--- src/rtl/timer_ctrl_if.sv ---
// Peripheral-bus bundle between the CPU and the interval timer.
interface timer_ctrl_if;
    logic        read;
    logic        write;
    logic [2:0]  addr;
    logic [15:0] in_bus;
    logic [15:0] out_bus;
    logic        interrupt;

    modport master (
        output read, write, addr, in_bus,
        input  out_bus, interrupt
    );

    modport slave (
        input  read, write, addr, in_bus,
        output out_bus, interrupt
    );
endinterface

--- src/rtl/timer_ctrl.sv ---
// Programmable interval timer: prescaler plus up-counter raising a pending
// interrupt every PERIOD ticks, with one-shot, W1C status and miss detection.
module timer_ctrl #(
    parameter int unsigned COUNTER_WIDTH  = 32,
    parameter int unsigned DEFAULT_PERIOD = 50000000,
    parameter int unsigned PRESCALE_WIDTH = 8
) (
    input logic         clk,
    input logic         rst_n,
    timer_ctrl_if.slave bus
);
    localparam int unsigned HiWidth = COUNTER_WIDTH - 16;
    localparam logic [COUNTER_WIDTH-1:0] PeriodInit = COUNTER_WIDTH'(DEFAULT_PERIOD);

    logic [COUNTER_WIDTH-1:0]  counter_q, counter_d;
    logic [PRESCALE_WIDTH-1:0] prescaler_q, prescaler_d;
    logic [COUNTER_WIDTH-1:0]  period_q, period_d;
    logic [PRESCALE_WIDTH-1:0] prescale_q, prescale_d;
    logic                      en_q, en_d;
    logic                      oneshot_q, oneshot_d;
    logic                      irq_en_q, irq_en_d;
    logic                      pend_q, pend_d;
    logic                      miss_q, miss_d;
    logic [HiWidth-1:0]        snapshot_q, snapshot_d;
    logic [15:0]               out_bus_q, out_bus_d;
    logic                      interrupt_q;

    logic                      wr_ctrl, wr_status, wr_period_lo, wr_period_hi, wr_prescale;
    logic                      clr_pend, clr_miss;
    logic                      tick, terminal;
    logic [COUNTER_WIDTH-1:0]  period_last;

    assign wr_ctrl      = bus.write && (bus.addr == 3'd0);
    assign wr_status    = bus.write && (bus.addr == 3'd1);
    assign wr_period_lo = bus.write && (bus.addr == 3'd2);
    assign wr_period_hi = bus.write && (bus.addr == 3'd3);
    assign wr_prescale  = bus.write && (bus.addr == 3'd6);
    assign clr_pend     = wr_status && bus.in_bus[0];
    assign clr_miss     = wr_status && bus.in_bus[1];

    // PERIOD=0 behaves like PERIOD=1; >= lets a shrunk period resolve on the next tick.
    assign period_last = (period_q == '0) ? '0 : period_q - COUNTER_WIDTH'(1);
    assign tick        = en_q && (prescaler_q == prescale_q);
    assign terminal    = tick && (counter_q >= period_last);

    // Next-state for counting, control, status and the registered read port.
    always_comb begin
        counter_d   = counter_q;
        prescaler_d = prescaler_q;
        period_d    = period_q;
        prescale_d  = prescale_q;
        en_d        = en_q;
        oneshot_d   = oneshot_q;
        irq_en_d    = irq_en_q;
        snapshot_d  = snapshot_q;
        out_bus_d   = out_bus_q;

        if (en_q) begin
            if (tick) begin
                prescaler_d = '0;
                counter_d   = terminal ? '0 : counter_q + COUNTER_WIDTH'(1);
            end else begin
                prescaler_d = prescaler_q + PRESCALE_WIDTH'(1);
            end
        end

        if (terminal && oneshot_q) begin
            en_d = 1'b0;
        end

        // Set wins over a coincident clear; a cleared event cannot count as missed.
        pend_d = terminal | (pend_q & ~clr_pend);
        miss_d = (terminal & pend_q & ~clr_pend) | (miss_q & ~clr_miss);

        // Bus writes override the automatic one-shot disable.
        if (wr_ctrl) begin
            en_d      = bus.in_bus[0];
            oneshot_d = bus.in_bus[1];
            irq_en_d  = bus.in_bus[2];
            if (!en_q && bus.in_bus[0]) begin
                counter_d   = '0;
                prescaler_d = '0;
            end
        end
        if (wr_period_lo) begin
            period_d[15:0] = bus.in_bus;
        end
        if (wr_period_hi) begin
            period_d[COUNTER_WIDTH-1:16] = bus.in_bus[HiWidth-1:0];
        end
        if (wr_prescale) begin
            prescale_d = bus.in_bus[PRESCALE_WIDTH-1:0];
        end

        // Reads see pre-write register values.
        if (bus.read) begin
            case (bus.addr)
                3'd0:    out_bus_d = {13'd0, irq_en_q, oneshot_q, en_q};
                3'd1:    out_bus_d = {14'd0, miss_q, pend_q};
                3'd2:    out_bus_d = period_q[15:0];
                3'd3:    out_bus_d = 16'(period_q[COUNTER_WIDTH-1:16]);
                3'd4: begin
                    out_bus_d  = counter_q[15:0];
                    snapshot_d = counter_q[COUNTER_WIDTH-1:16];
                end
                3'd5:    out_bus_d = 16'(snapshot_q);
                3'd6:    out_bus_d = 16'(prescale_q);
                default: out_bus_d = '0;
            endcase
        end
    end

    // State registers with asynchronous reset to the free-running default.
    always_ff @(posedge clk or negedge rst_n) begin
        if (!rst_n) begin
            counter_q   <= '0;
            prescaler_q <= '0;
            period_q    <= PeriodInit;
            prescale_q  <= '0;
            en_q        <= 1'b1;
            oneshot_q   <= 1'b0;
            irq_en_q    <= 1'b1;
            pend_q      <= 1'b0;
            miss_q      <= 1'b0;
            snapshot_q  <= '0;
            out_bus_q   <= '0;
            interrupt_q <= 1'b0;
        end else begin
            counter_q   <= counter_d;
            prescaler_q <= prescaler_d;
            period_q    <= period_d;
            prescale_q  <= prescale_d;
            en_q        <= en_d;
            oneshot_q   <= oneshot_d;
            irq_en_q    <= irq_en_d;
            pend_q      <= pend_d;
            miss_q      <= miss_d;
            snapshot_q  <= snapshot_d;
            out_bus_q   <= out_bus_d;
            interrupt_q <= pend_q & irq_en_q;
        end
    end

    assign bus.out_bus   = out_bus_q;
    assign bus.interrupt = interrupt_q;
endmodule

--- src/flat_wrapper.sv ---
// flat-port wrapper written by rule: the top's interface ports become plain ports
module timer_ctrl_flat 
#(
    parameter int unsigned COUNTER_WIDTH  = 32,
    parameter int unsigned DEFAULT_PERIOD = 50000000,
    parameter int unsigned PRESCALE_WIDTH = 8
)
  (clk, rst_n, bus_read, bus_write, bus_addr, bus_in_bus, bus_out_bus, bus_interrupt);
  timer_ctrl_if bus_i ();
  input logic clk;
  input logic rst_n;
  input wire logic [$bits(bus_i.read)-1:0] bus_read;
  input wire logic [$bits(bus_i.write)-1:0] bus_write;
  input wire logic [$bits(bus_i.addr)-1:0] bus_addr;
  input wire logic [$bits(bus_i.in_bus)-1:0] bus_in_bus;
  output wire logic [$bits(bus_i.out_bus)-1:0] bus_out_bus;
  output wire logic [$bits(bus_i.interrupt)-1:0] bus_interrupt;
  assign bus_i.read = bus_read;
  assign bus_i.write = bus_write;
  assign bus_i.addr = bus_addr;
  assign bus_i.in_bus = bus_in_bus;
  assign bus_out_bus = bus_i.out_bus;
  assign bus_interrupt = bus_i.interrupt;
  timer_ctrl #(.COUNTER_WIDTH(COUNTER_WIDTH), .DEFAULT_PERIOD(DEFAULT_PERIOD), .PRESCALE_WIDTH(PRESCALE_WIDTH)) u_core (.clk(clk), .rst_n(rst_n), .bus(bus_i));
endmodule
--- config.mk ---
export PLATFORM = sky130hd
export DESIGN_NAME = timer_ctrl_flat
export DESIGN_NICKNAME = d
export VERILOG_FILES = /design/src/rtl/timer_ctrl_if.sv /design/src/rtl/timer_ctrl.sv /design/src/flat_wrapper.sv
export SDC_FILE = /design/constraint.sdc
export NUM_CORES = 1
export LEC_CHECK = 0
export BUFFER_PORTS_ARGS = -buffer_cell sky130_fd_sc_hd__buf_2
export CAP_MARGIN = 20
export CORE_MARGIN = 5
export CORE_UTILIZATION = 61
export CTS_BUF_LIST = sky130_fd_sc_hd__clkbuf_8
export CTS_CLUSTER_DIAMETER = 150
export DETAILED_ROUTE_END_ITERATION = 10
export PLACE_DENSITY = 0.86
export SLEW_MARGIN = 25
export SYNTH_ARGS = -nofsm -noshare
export SYNTH_HDL_FRONTEND = slang
export SYNTH_SLANG_ARGS = --single-unit
--- constraint.sdc ---
create_clock -name clk -period 5.77 [get_ports clk]
set_clock_uncertainty 0.05 [all_clocks]
set_input_delay 0.8655 -clock clk [delete_from_list [all_inputs] [get_ports clk]]
set_output_delay 0.8655 -clock clk [all_outputs]
set_load 0.1 [all_outputs]
==> impl_results.md <==
- Outcome: finished clean
- Peak VDD IR: ~0.22 mV
- Antenna-violating nets left: 0
- Critical Path Source Type: flip-flop
- Vias in the first global route: about 5600
- Met2 GRT Util: between 40% and 50%
- CTS tree: yes
- Syn Std Cell Area: ~7000 µm²
- Yosys top cell by area: dfrtp_1
- Tcrit/Tclk final: approximately four fifths
- Count leader, synth: dfrtp_1
- Largest net degree at the start of global routing: 61
- FF-to-FF path depth: 12
- Tmin final: about 4.7 ns
- # rows: 39
- Most common cell on crit path: or4_4
- Syn Nets: 760
- Drt total wl: 18770 µm
- Cell family with most CP delay: simple AND/OR/NAND/NOR gates
- Critical path arrival: approximately 5 ns
- Synth top area cells: dfrtp_1 (37%), mux2_2 (11%), ha_1 (6.4%)
- Synth warn: 0
- Buf+Inv Stages, Crit Path: 0
- Synth top cells by count: dfrtp_1 (104), nand2_1 (75), mux2_2 (70)
- Reg2Reg Launch Point: u_core.period_q[5]
- Area Overhead vs Synth: 10.54%
- Ys flop type: dfrtp_1
- Clock transition at path regs: about 0.080 ns
- TritonRoute pass-1 iters: 6
- DR WL/cell: between 20 and 25 µm
- N_diodes: 0
- Nets: between 700 and 800
- DR vias: 5780
- CTS Hold Bufs: 0
- Post-synthesis async set-or-reset flop share: 100.0%
- Crit. End Element: flip-flop
- Post-synthesis average cell area: 9.970 µm²
- Share of cells above drive strength 1: 23.06%
- Top-area cell type share of the netlist area: between 30% and 40%
- First-pass GRT wire length: slightly above 30000 µm
- Crit-path max FO: 11
- Die ar.: between 10000 and 15000 µm²
- Clock Root Buffer: clkbuf_8
- Worst hold path type: input pin to asynchronous set/reset pin
- Detail Placement HPWL: approximately 14000 µm
- Reg2reg end: u_core.miss_q
- Top-level I/O count: 40
- GR Overflow Total: 0
- Slew Limit Fails: 0
- Met1 Use GR: 42.41%
- Yosys reg bits: 118
- WP data required: between 6 and 7 ns
- DIE WIDTH: ~120 µm
- Met3 Use GR: around 6.2%
- Vias per std cell: approximately 6.5
- Final Power: 2.506 mW
- Slowest stage delay, CP: about 0.60 ns
- RSZ-0062 raised after global routing: false
- Setup ws final: around 1.1 ns
- Worst reg2reg setup slack: roughly 1.1 ns
- Core footprint: 11320 µm²
- Number of port buffers: 39
- Dpl ws: roughly 1 ns
- Longest Clk Path Bufs: 2
- Clock latency on the worst-skew pair: about 0.46 ns
- Final setup viols: 0
- Slowest library cell on the worst path: or4_4
- TNS Setup: 0 ns
- Tightest Pin Transition: around 0.87 ns
- Sequential fraction of the synthesis area: 42.50%
- Final hold viol count: 0
- CTS H-tree depth: 4
- GPL Wtd Cong: a little under 1
- Initial Util: between 60% and 70%
- Clock Sinks: ~120
- Setup bufs post-CTS: 0
- Clock buffer count from CTS: 17
- Post-CTS resize count: 0
- F_max: about 210 MHz
- EDFF count, synth: 0
- Die Y-Extent: between 100 and 150 µm
- Initial antenna violation count: 0
- DRC Markers: 0
- Critical Path, Cell by Cell: or4_4 -> or4_4 -> or4_4 -> or3_1 -> nor3b_1 -> a21oi_1 -> ha_1 -> nand4_1 -> nor4_1 -> o21ai_1 -> a21o_1 -> o21ai_0
- First DRT Iteration DRCs: 689
- Synth unique cells: 48
- Leakage: ~3.6 nW
- WS Path Type: flip-flop to flip-flop
- Max-Cap Viols: 0
- Post-Syn Instances: roughly 700
- Slew headroom: a little over two fifths
- Most used routing layer: met2
- Tot GR Track Use: just under 30%
- PD cells: roughly 320 nW/µm²
-- logic make-up after synthesis --
| logic type | after synthesis | synth area share [%] |
|---|---|---|
| multiplexers | 76 | 12.50 |
| AO/OA/AOI/OAI | 96 | 9.273 |
| flip-flops | 118 | 42.50 |
| XOR/XNOR | 64 | 8.020 |
| adder cells (fa/ha/maj) | 36 | 6.445 |
| AND/OR/NAND/NOR | 263 | 18.69 |
| buffers and inverters | 48 | 2.578 |
-- sequential cells by signal, indices dropped and copies added (netlist names) --
signal,flops
u_core.irq_en_q,1
u_core.en_q,1
u_core.prescaler_q,8
u_core.miss_q,1
u_core.bus.interrupt,1
u_core.period_q,32
u_core.oneshot_q,1
u_core.counter_q,32
u_core.snapshot_q,16
u_core.prescale_q,8
u_core.pend_q,1
u_core.bus.out_bus,16
-- cells in the final DEF (no fill, tap or decap), types with 4 or more instances in the layout --
master      count
dfrtp_1       104
nand2_1        75
mux2_2         70
nor2_1         59
xor2_1         45
buf_2          38
ha_1           36
nand3_1        34
a21oi_1        24
nand4_1        19
xnor2_1        19
clkbuf_8       19
inv_1          18
o21ai_0        14
dfstp_2        14
and3_1         12
nor3_1         10
o22ai_1        10
or3_1           7
nor4_1          6
nand2b_1        6
o21a_1          6
nor2b_1         6
a22o_1          6
buf_4           6
or4_1           5
and2_1          5
o211ai_1        5
a22oi_1         5
a222oi_1        5
a21o_1          4
and4_1          4
a221oi_1        4
mux2i_1         4
clkinvlp_4      4
-- worst max-delay path by stage --
stage	startpoint	endpoint	slack, ns	depth (start not counted)
after global placement	u_core.period_q[5]	u_core.miss_q	1.09	12
final	u_core.period_q[5]	u_core.miss_q	1.11	12
after detailed placement	u_core.period_q[5]	u_core.miss_q	1.00	12
after global routing	u_core.period_q[5]	u_core.miss_q	0.93	12
after CTS	u_core.period_q[5]	u_core.miss_q	1.02	12
after floorplan	u_core.period_q[5]	u_core.counter_q[10]	1.53	14
-- power breakdown --
group          internal (mW)  switching [mW]
clock                  0.446           0.346
combinational          0.237           0.373
sequential             0.944           0.159
-- worst register-to-register path: stages, from the launching register on --
cell	delay [ns]
dfrtp_1	0.45
or4_4	0.60
or4_4	0.45
or4_4	0.57
or3_1	0.35
nor3b_1	0.19
a21oi_1	0.08
ha_1	0.29
nand4_1	0.13
nor4_1	0.54
o21ai_1	0.44
a21o_1	0.31
o21ai_0	0.15
-- stage by stage --
stage / utilization (%) / area, µm² / cells / hold WS (ns)
after floorplan: - / 6989 / 701 / 0.3936
after global placement: 64.48 / 7300 / 857 / 0.4353
after detailed placement: 64.48 / 7300 / 857 / 0.4437
after CTS: 68.17 / 7717 / 889 / 0.4383
after global routing: 68.25 / 7726 / 889 / 0.4714
final: 68.25 / 7726 / 889 / 0.4334
-- area by class of cell --
cell class	count	area, µm²
inverter	17	63.81
clock inverter	13	156.4
clock buffer	19	261.5
tap	143	178.9
timing repair buffer	44	235.2
sequential	118	2970
multi-input combinational	535	3860
fill	878	3595
-- routing by layer --
layer / wire length [µm] / part of all wire (%) / up-vias
li1: - / - / 2594
met1: 7949 / 42 / 2842
met2: 8646 / 46 / 310
met3: 1799 / 9.6 / 34
met4: 374 / 2.0 / 0
met5: 0 / 0 / -
Note: power is estimated with default switching activity, not from simulation.
